[src/rtl/mem_arb_pkg.sv]
// Shared types for the unified-memory arbiter: FSM states, requester ids,
// write-mode encodings and the bit layout of the request/winner vectors.
package mem_arb_pkg;

  typedef enum logic {
    IDLE = 1'b0,
    BUSY = 1'b1
  } state_e;

  typedef enum logic [1:0] {
    REQ_NONE = 2'd0,
    REQ_IF   = 2'd1,
    REQ_D    = 2'd2,
    REQ_DBG  = 2'd3
  } req_id_e;

  localparam logic [1:0] WM_RD  = 2'b00;
  localparam logic [1:0] WM_LO  = 2'b01;
  localparam logic [1:0] WM_HI  = 2'b10;
  localparam logic [1:0] WM_ALL = 2'b11;

  // Bit positions inside the 3-bit request and one-hot winner vectors.
  localparam int RI_IF  = 0;
  localparam int RI_D   = 1;
  localparam int RI_DBG = 2;

  function automatic req_id_e win_to_id(input logic [2:0] win);
    req_id_e id;
    id = REQ_NONE;
    if (win[RI_IF])       id = REQ_IF;
    else if (win[RI_D])   id = REQ_D;
    else if (win[RI_DBG]) id = REQ_DBG;
    return id;
  endfunction

endpackage

[src/rtl/mem_arb_pick.sv]
// Combinational priority picker: data > fetch > debug, except a starved
// fetch request beats everything.
module mem_arb_pick
  import mem_arb_pkg::*;
(
  input  logic [2:0] req_i,
  input  logic       starve_i,
  output logic [2:0] win_o
);

  always_comb begin
    win_o = 3'b000;
    if (starve_i && req_i[RI_IF]) win_o[RI_IF]  = 1'b1;
    else if (req_i[RI_D])         win_o[RI_D]   = 1'b1;
    else if (req_i[RI_IF])        win_o[RI_IF]  = 1'b1;
    else if (req_i[RI_DBG])       win_o[RI_DBG] = 1'b1;
  end

endmodule

[src/rtl/mem_arbiter.sv]
// Single-port memory arbiter sharing one memory between fetch, load/store
// and (with MEM_ARB_DBG_EN defined) a read-only debug port.
module mem_arbiter
  import mem_arb_pkg::*;
#(
  parameter int AW         = 8,
  parameter int DW         = 64,
  parameter int MEM_LAT    = 1,
  parameter int STARVE_MAX = 4
) (
  input  logic          clk,
  input  logic          reset,
  input  logic          if_req,
  input  logic [AW-1:0] if_addr,
  output logic          if_gnt,
  output logic          if_rvalid,
  output logic [DW-1:0] if_rdata,
  input  logic          d_req,
  input  logic [AW-1:0] d_addr,
  input  logic [DW-1:0] d_wdata,
  input  logic [1:0]    d_wmode,
  output logic          d_gnt,
  output logic          d_rvalid,
  output logic [DW-1:0] d_rdata,
  output logic          mem_en,
  output logic [1:0]    mem_we,
  output logic [AW-1:0] mem_addr,
  output logic [DW-1:0] mem_wdata,
  input  logic [DW-1:0] mem_rdata,
`ifdef MEM_ARB_DBG_EN
  input  logic          dbg_req,
  input  logic [AW-1:0] dbg_addr,
  output logic          dbg_gnt,
  output logic          dbg_rvalid,
  output logic [DW-1:0] dbg_rdata,
`endif
  output state_e        state_o
);

  localparam int LW = $clog2(MEM_LAT + 1);
  localparam int SW = $clog2(STARVE_MAX + 1);

  state_e        state_q;
  logic [LW-1:0] lat_cnt_q;
  logic [SW-1:0] starve_cnt_q;
  req_id_e       owner_q;
  logic          if_rvalid_q, d_rvalid_q;
  logic [DW-1:0] if_rdata_q, d_rdata_q;

  logic          arb_ok, starve_hit, win_is_read;
  logic [2:0]    req_vec, win;
  logic          dbg_req_w;
  logic [AW-1:0] dbg_addr_w;

`ifdef MEM_ARB_DBG_EN
  logic          dbg_rvalid_q;
  logic [DW-1:0] dbg_rdata_q;
  assign dbg_req_w  = dbg_req;
  assign dbg_addr_w = dbg_addr;
  assign dbg_gnt    = win[RI_DBG];
  assign dbg_rvalid = dbg_rvalid_q;
  assign dbg_rdata  = dbg_rdata_q;
`else
  assign dbg_req_w  = 1'b0;
  assign dbg_addr_w = '0;
`endif

  // Grants only from IDLE and never while reset is asserted.
  assign arb_ok     = (state_q == IDLE) && !reset;
  assign req_vec    = arb_ok ? {dbg_req_w, d_req, if_req} : 3'b000;
  assign starve_hit = (starve_cnt_q == SW'(STARVE_MAX));

  mem_arb_pick u_pick (
    .req_i    (req_vec),
    .starve_i (starve_hit),
    .win_o    (win)
  );

  assign if_gnt      = win[RI_IF];
  assign d_gnt       = win[RI_D];
  assign mem_en      = |win;
  assign mem_we      = win[RI_D] ? d_wmode : WM_RD;
  assign win_is_read = win[RI_IF] | win[RI_DBG] | (win[RI_D] && (d_wmode == WM_RD));

  always_comb begin
    mem_addr  = '0;
    mem_wdata = '0;
    if (win[RI_D]) begin
      mem_addr  = d_addr;
      mem_wdata = d_wdata;
    end else if (win[RI_IF]) begin
      mem_addr = if_addr;
    end else if (win[RI_DBG]) begin
      mem_addr = dbg_addr_w;
    end
  end

  always_ff @(posedge clk or posedge reset) begin
    if (reset) begin
      state_q      <= IDLE;
      lat_cnt_q    <= '0;
      starve_cnt_q <= '0;
      owner_q      <= REQ_NONE;
      if_rvalid_q  <= 1'b0;
      d_rvalid_q   <= 1'b0;
      if_rdata_q   <= '0;
      d_rdata_q    <= '0;
`ifdef MEM_ARB_DBG_EN
      dbg_rvalid_q <= 1'b0;
      dbg_rdata_q  <= '0;
`endif
    end else begin
      if_rvalid_q <= 1'b0;
      d_rvalid_q  <= 1'b0;
`ifdef MEM_ARB_DBG_EN
      dbg_rvalid_q <= 1'b0;
`endif
      unique case (state_q)
        IDLE: begin
          // Only fetch losing to data counts as starvation; debug never does.
          if (win[RI_IF])
            starve_cnt_q <= '0;
          else if (win[RI_D] && if_req && !starve_hit)
            starve_cnt_q <= starve_cnt_q + SW'(1);
          if (win_is_read) begin
            state_q   <= BUSY;
            lat_cnt_q <= LW'(MEM_LAT);
            owner_q   <= win_to_id(win);
          end
        end
        BUSY: begin
          if (lat_cnt_q == LW'(1)) begin
            state_q   <= IDLE;
            lat_cnt_q <= '0;
            unique case (owner_q)
              REQ_IF: begin
                if_rvalid_q <= 1'b1;
                if_rdata_q  <= mem_rdata;
              end
              REQ_D: begin
                d_rvalid_q <= 1'b1;
                d_rdata_q  <= mem_rdata;
              end
`ifdef MEM_ARB_DBG_EN
              REQ_DBG: begin
                dbg_rvalid_q <= 1'b1;
                dbg_rdata_q  <= mem_rdata;
              end
`endif
              default: ;
            endcase
          end else begin
            lat_cnt_q <= lat_cnt_q - LW'(1);
          end
        end
        default: state_q <= IDLE;
      endcase
    end
  end

  assign if_rvalid = if_rvalid_q;
  assign if_rdata  = if_rdata_q;
  assign d_rvalid  = d_rvalid_q;
  assign d_rdata   = d_rdata_q;
  assign state_o   = state_q;

endmodule
[config.mk]
export PLATFORM = sky130hd
export DESIGN_NAME = mem_arbiter
export DESIGN_NICKNAME = d
export VERILOG_FILES = /design/src/rtl/mem_arb_pkg.sv /design/src/rtl/mem_arb_pick.sv /design/src/rtl/mem_arbiter.sv
export SDC_FILE = /design/constraint.sdc
export NUM_CORES = 1
export LEC_CHECK = 0
export CORE_AREA = 2 2 139 141
export DETAILED_ROUTE_END_ITERATION = 16
export DIE_AREA = 0 0 141 143
export PLACE_DENSITY = 0.82
export SETUP_SLACK_MARGIN = 0.05
export SYNTH_ARGS = -nofsm -noshare
export SYNTH_HDL_FRONTEND = slang
export SYNTH_SLANG_ARGS = --single-unit
[constraint.sdc]
create_clock -name clk -period 16.7 [get_ports clk]
set_input_delay 5.01 -clock clk [delete_from_list [all_inputs] [get_ports clk]]
set_output_delay 5.01 -clock clk [all_outputs]
set_load 0.01 [all_outputs]
# ---- After elaboration in Yosys (flattened, before gate mapping)
# Index checks and enable logic that the tools add are counted.
dict set report word_totals {
  register_bits 137
  output_inout_bits 208
  inputBits 150
}
dict set report classes {
  addsub 2
  n_reduce_logical 14
  eq_ne 4
  muxes 30
  bitwise_logic 3
}
# operator n
set ops {}
lappend ops {{2-to-1 mux 64 bit} 1}
lappend ops {{2-to-1 mux 1 bit} 17}
lappend ops {{2-to-1 mux 8 bit} 2}
lappend ops {{2-to-1 mux 2 bit} 6}
lappend ops {{2-to-1 mux 3 bit} 2}
lappend ops {{AND reduction 3 bit} 2}
lappend ops {{logical AND 1 bit} 5}
lappend ops {{case mux 1 bit (2 select lines)} 2}
lappend ops {{AND reduction 2 bit} 2}
lappend ops {{adder 3 x 1 -> 3 bit (second input constant)} 1}
lappend ops {{== test 3 bit (second input constant)} 1}
lappend ops {{OR reduction 3 bit} 1}
lappend ops {{== test 2 x 1 -> 1 bit (second input constant)} 1}
lappend ops {{== test 2 bit (second input constant)} 1}
lappend ops {{zero test 1 bit} 2}
lappend ops {{zero test 2 bit} 1}
lappend ops {{!= test 2 bit (second input constant)} 1}
lappend ops {{bitwise OR 1 bit} 2}
lappend ops {{nonzero test 2 bit} 1}
lappend ops {{NOT 1 bit} 1}
lappend ops {{subtractor 1 bit (second input constant)} 1}

# ---- Longest topological paths before layout
dict set report depth {
  depth_word 10
  depth_mapped 6
  ltp_nobuf 5
}

# ---- Modules after synthesis
# From an unflattened synthesis, not the netlist that was laid out.
dict set report hier_totals {
  hier_cells 410
  hier_area_um2 6005.8
}
# module seq_area_each_um2 cells_each area_per_inst_um2 n_inst
set modules_own_cells {}
lappend modules_own_cells {mem_arbiter 3428.3 406 5979.5 1}
lappend modules_own_cells {mem_arb_pick 0.0 4 26.3 1}

# ---- Least setup slack after synthesis
# OpenSTA, ideal clock, no wires.
dict set report synth_timing {
  path_type {input -> output}
  startpoint {input port reset}
  endpoint {output port mem_addr[1]}
  slack_ps 5764
  arrival_ps 5926
  path_buffers 1
  cell_stages 4
  path_cell_list {or3b_1 > nor2_1 > buf_4 > a22o_1}
}
dict set report synth_via {
  elab_chain_cells 8
  word_cells_on_any_way 11
  cone_classes {mux: 8; reduce/logical: 3}
}
# item line
set synth_lines {}
lappend synth_lines {{from (decl)} mem_arbiter.sv:12} ;# input logic reset,
lappend synth_lines {{zero test 1 bit (no line) *} n/a}
lappend synth_lines {{logical AND 1 bit *} mem_arbiter.sv:69} ;# assign arb_ok = (state_q == IDLE) && !reset;
lappend synth_lines {{2-to-1 mux 2 bit *} mem_arbiter.sv:70} ;# assign req_vec = arb_ok ? {dbg_req_w, d_req, if_req} : 3'b000;
lappend synth_lines {{2-to-1 mux 1 bit} mem_arb_pick.sv:15} ;# else if (req_i[RI_IF]) win_o[RI_IF] = 1'b1;
lappend synth_lines {{2-to-1 mux 1 bit} mem_arb_pick.sv:14} ;# else if (req_i[RI_D]) win_o[RI_D] = 1'b1;
lappend synth_lines {{2-to-1 mux 1 bit *} mem_arb_pick.sv:13} ;# if (starve_i && req_i[RI_IF]) win_o[RI_IF] = 1'b1;
lappend synth_lines {{named net if_gnt} mem_arbiter.sv:15} ;# output logic if_gnt,
lappend synth_lines {{2-to-1 mux 8 bit *} mem_arbiter.sv:91} ;# end else if (win[RI_IF]) begin
lappend synth_lines {{2-to-1 mux 8 bit *} mem_arbiter.sv:88} ;# if (win[RI_D]) begin
lappend synth_lines {{to (decl)} mem_arbiter.sv:27} ;# output logic [AW-1:0] mem_addr,
# Mark *: on every way through the listed nets, which the timed path passes. The rest lies on a longest branch.

# ---- Final worst setup path
dict set report layout_timing {
  startpoint {input port if_req}
  endpoint {output port mem_addr[6]}
}
dict set report layout_via {
  elab_chain_cells 6
  word_cells_on_any_way 8
  cone_classes {mux: 7; reduce/logical: 1}
}
# item line
set layout_lines {}
lappend layout_lines {{from (decl)} mem_arbiter.sv:13} ;# input logic if_req,
lappend layout_lines {{2-to-1 mux 2 bit *} mem_arbiter.sv:70}
lappend layout_lines {{2-to-1 mux 1 bit} mem_arb_pick.sv:15}
lappend layout_lines {{2-to-1 mux 1 bit} mem_arb_pick.sv:14}
lappend layout_lines {{2-to-1 mux 1 bit} mem_arb_pick.sv:13}
lappend layout_lines {{2-to-1 mux 8 bit} mem_arbiter.sv:91}
lappend layout_lines {{2-to-1 mux 8 bit *} mem_arbiter.sv:88}
# Every way passes the cells marked *; elsewhere a longest branch is shown, timed or not.

==> results.rst <==
.. list-table::
   :header-rows: 1

   * - Metric
     - Value
   * - Data required time at the worst endpoint
     - 11690 ps
   * - Top Ports
     - 358
   * - Cell area after technology mapping
     - 6148 µm²
   * - Met1 WL
     - 7203 µm
   * - Global-route usage over all layers
     - 18.63%
   * - DIE AREA
     - 20160 µm²
   * - Max Freq
     - 79.32 MHz
   * - Number of stages on the worst setup path
     - 5
   * - Number of input and output port buffers inserted
     - 357
   * - Period minus WS final
     - 12610 ps
   * - Chip width
     - 141 µm
   * - Sequential fraction of the synthesis area
     - 55.76%
   * - End of the critical path
     - mem_addr[6]
   * - Highest-delay cell along the critical path
     - sky130_fd_sc_hd__nand3_2
   * - Register-to-register setup slack
     - 14240 ps
   * - Drt total wl
     - 19040 µm
   * - Area used by multi-input combinational logic
     - 2500 µm²
   * - Max-slew headroom at the worst pin
     - 34.74%
   * - Family with the most delay on the worst path
     - simple AND/OR/NAND/NOR gates
   * - Mean Syn Cell Area
     - 15.18 µm²
   * - Max-cap violation count
     - 0
   * - Core Region
     - 18580 µm²
   * - Largest net degree at the start of global routing
     - 80
   * - Proportion of layout cells with a drive suffix above 1
     - 22.11%
   * - Endpoints failing hold
     - 0
   * - Via count of the first global-routing pass
     - 4887
   * - Share of the cycle needed by the critical path after routing
     - 75.49%
   * - Hold/Removal Path Class
     - reg -> reg
   * - Outcome
     - finished clean
   * - Slowest stage delay, CP
     - 750 ps
   * - CTS-repair resized insts
     - 0
   * - Clock Root Buffer
     - sky130_fd_sc_hd__clkbuf_16
   * - 1st-iter DRT viols
     - 125
   * - Number of post-CTS setup repair buffers
     - 0
   * - Power density over the cells
     - 179.7 nW/µm²
   * - Maximum fanout along the worst path
     - 68
   * - Number of antenna violations at the first check in global routing
     - 0
   * - Total nets after synthesis
     - 557
   * - #FFs+latches synth
     - 137
   * - Fillcell total
     - 1575
   * - Initial core utilization
     - 33.09%
   * - Worst IR Drop VDD
     - 76.68 µV
   * - Origin of the critical flop-to-flop path
     - state_o
   * - Clock slew at the register clock pins of the worst setup and hold paths
     - 60 ps
   * - Number of nets with antenna violations after routing
     - 0
   * - Area taken by flip-flops and latches
     - 3428 µm²
   * - Type of destination of the critical path
     - output port
   * - Startpoint types
     - input port
   * - R2r worst-path depth
     - 4
   * - Pin slew with the least headroom to its limit
     - 978.9 ps
   * - Dominant cell type by count on the critical path
     - sky130_fd_sc_hd__clkdlybuf4s50_1
   * - Cell count after synthesis
     - 405
   * - Sum of met3 wire segment lengths after detailed routing
     - 1352 µm
   * - Cell row count
     - 50
   * - Post-layout net count
     - 908
   * - Number of pins with negative max-slew slack in the final report
     - 0
   * - Met2 Routed Length
     - 9913 µm
   * - Hold-fix buffer count after cts
     - 0
   * - Global-route wire length before repair
     - 28540 µm
   * - Wire length per cell after detailed routing
     - 18.98 µm
   * - Final setup viols
     - 0
   * - Leakage power summed over all cells
     - 4.857 nW
   * - Final RePlAce weighted congestion
     - 0.8912
   * - Critical path type
     - in -> out
   * - CTS HTree Levels
     - 4
   * - Setup TNS
     - 0 ps
   * - Total half-perimeter wirelength after legalization and detailed placement
     - 14420 µm
   * - GRT overflow
     - 0
   * - Post-detailed-route via-to-cell ratio
     - 4.647
   * - Setup repair after global routing missed its margin
     - false
   * - Chip Height
     - 143 µm
   * - Clock Tree Buf Depth
     - 2
   * - Antenna diodes
     - 0
   * - Number of detailed-route iterations in the first pass
     - 4
   * - Clock sink count
     - 137
   * - Worst flop-to-flop path endpoint
     - if_rdata[60]
   * - Total clock buffers created by CTS
     - 17
   * - YS warnings
     - 0
   * - CP cell instances
     - clkdlybuf4s50_1, nand3_2, and2_1, a22o_1, clkdlybuf4s50_1
   * - Total number of vias
     - 4661
   * - Clock tree from TritonCTS
     - built
   * - Launch point of the worst path
     - if_req
   * - Design Power
     - 0.001883 W
   * - Synth cell types
     - 28
   * - Worst-case clock skew
     - 10.41 ps
   * - Worst endpoint data arrival time
     - 7600 ps
   * - Remaining design rule violation count
     - 0
   * - Clock latency at the later pin of the worst-skew pair
     - 410 ps
   * - Top layer reached by signal wires
     - met4
   * - Synth-to-layout area growth
     - 70.47%
   * - Number of buffer and inverter instances along the worst setup path
     - 2
## report_power, final
part           total (W)  internal (W)  switching, W
Combinational   0.000889      0.000583      0.000306
Clock           0.000393      0.000239      0.000154
Sequential      0.000601      0.000502     0.0000988
## metrics by stage
stage | setup slack (ps) | std cells | hold WS [ps] | utilization, % | instance area, µm²
3_5_place_dp | 4130 | 971 | 491.0 | 53.10 | 9867
4_1_cts | 4126 | 1003 | 505.8 | 56.41 | 10480
5_1_grt | 3918 | 1003 | 515.5 | 56.41 | 10480
6_report | 4093 | 1003 | 506.2 | 56.41 | 10480
2_1_floorplan | 5764 | 405 | 463.5 | - | 6148
3_3_place_gp | 4167 | 971 | 487.5 | 53.10 | 9867
## cell usage in the layout (no fill, tap or decap), types with 5 or more instances in the layout
cell                              count
sky130_fd_sc_hd__a22o_1               8
sky130_fd_sc_hd__mux2_2              30
sky130_fd_sc_hd__clkbuf_16           17
sky130_fd_sc_hd__clkdlybuf4s50_1    357
sky130_fd_sc_hd__dfrtp_1            137
sky130_fd_sc_hd__inv_1                7
sky130_fd_sc_hd__mux2_4              98
sky130_fd_sc_hd__inv_6                6
sky130_fd_sc_hd__buf_4                5
sky130_fd_sc_hd__and3_1              66
## cells in the mapped netlist, drive strengths merged
| cell type | count | area (µm²) |
|---|---|---|
| o21ba | 1 | 10.01 |
| inv | 8 | 30.03 |
| or3b | 1 | 8.760 |
| and2 | 2 | 13.77 |
| nor3b | 2 | 20.02 |
| nand3b | 1 | 7.510 |
| a31oi | 1 | 6.260 |
| and3 | 66 | 412.9 |
| o21ai | 3 | 15.01 |
| a21boi | 1 | 7.510 |
| a21oi | 3 | 15.01 |
| buf | 18 | 167.7 |
| nand3 | 5 | 25.02 |
| nor2 | 3 | 11.26 |
| or3 | 1 | 6.260 |
| ha | 2 | 25.02 |
| a21o | 1 | 7.510 |
| dfrtp | 137 | 3428 |
| clkbuf | 12 | 46.29 |
| mux2 | 128 | 1809 |
| nor3 | 1 | 5.000 |
| a22o | 8 | 70.07 |
## worst reg2reg max path, stage by stage, from the launching register on
cell and delay, ps:
sky130_fd_sc_hd__dfrtp_1 470, sky130_fd_sc_hd__and2_2 250, sky130_fd_sc_hd__nand3_4 490, sky130_fd_sc_hd__buf_4 680, sky130_fd_sc_hd__mux2_2 450
## cell families (layout without fill, tap and decap cells)
family,count (synthesis),in the layout,synth area share (%)
AND/OR/NAND/NOR,82,82,8.303
flip-flops,137,137,55.76
adder cells (fa/ha/maj),2,2,0.4069
buffers and inverters,38,402,3.968
multiplexers,128,128,29.43
AO/OA/AOI/OAI,18,18,2.137
## worst min-delay path by stage
| stage | cells after the start | to | slack [ps] | start |
|---|---|---|---|---|
| 4_1_cts | 1 | if_rdata[51] | 510 | if_rdata[51] |
| 5_1_grt | 1 | if_rdata[58] | 520 | if_rdata[58] |
| 3_5_place_dp | 1 | if_rdata[40] | 490 | if_rdata[40] |
| 2_1_floorplan | 1 | owner_q[0] | 460 | owner_q[0] |
| 6_report | 1 | if_rdata[48] | 510 | if_rdata[48] |
| 3_3_place_gp | 1 | if_rdata[53] | 490 | if_rdata[53] |
## registers in the layout (all words and copies together) (netlist names)
name,cells
if_rvalid,1
d_rvalid,1
if_rdata,64
starve_cnt_q,3
lat_cnt_q,1
d_rdata,64
owner_q,2
state_o,1
## layer usage
layer  vias to the layer above  global-route usage, %
met3                        35                  5.500
met5                         -                      0
li1                       2147                      -
met4                         0                  8.316
met2                       226                  32.86
met1                      2253                  20.92
## cell type report
| cell class | instances | share of cell area [%] |
|---|---|---|
| clock inverter | 14 | 1.767 |
| clock buffer | 18 | 4.095 |
| multi-input combinational | 230 | 23.85 |
| sequential | 137 | 32.71 |
| timing repair buffer | 362 | 34.45 |
| inverter | 8 | 0.3342 |
| tap | 234 | 2.793 |
Power figures use the tool's default switching activity.
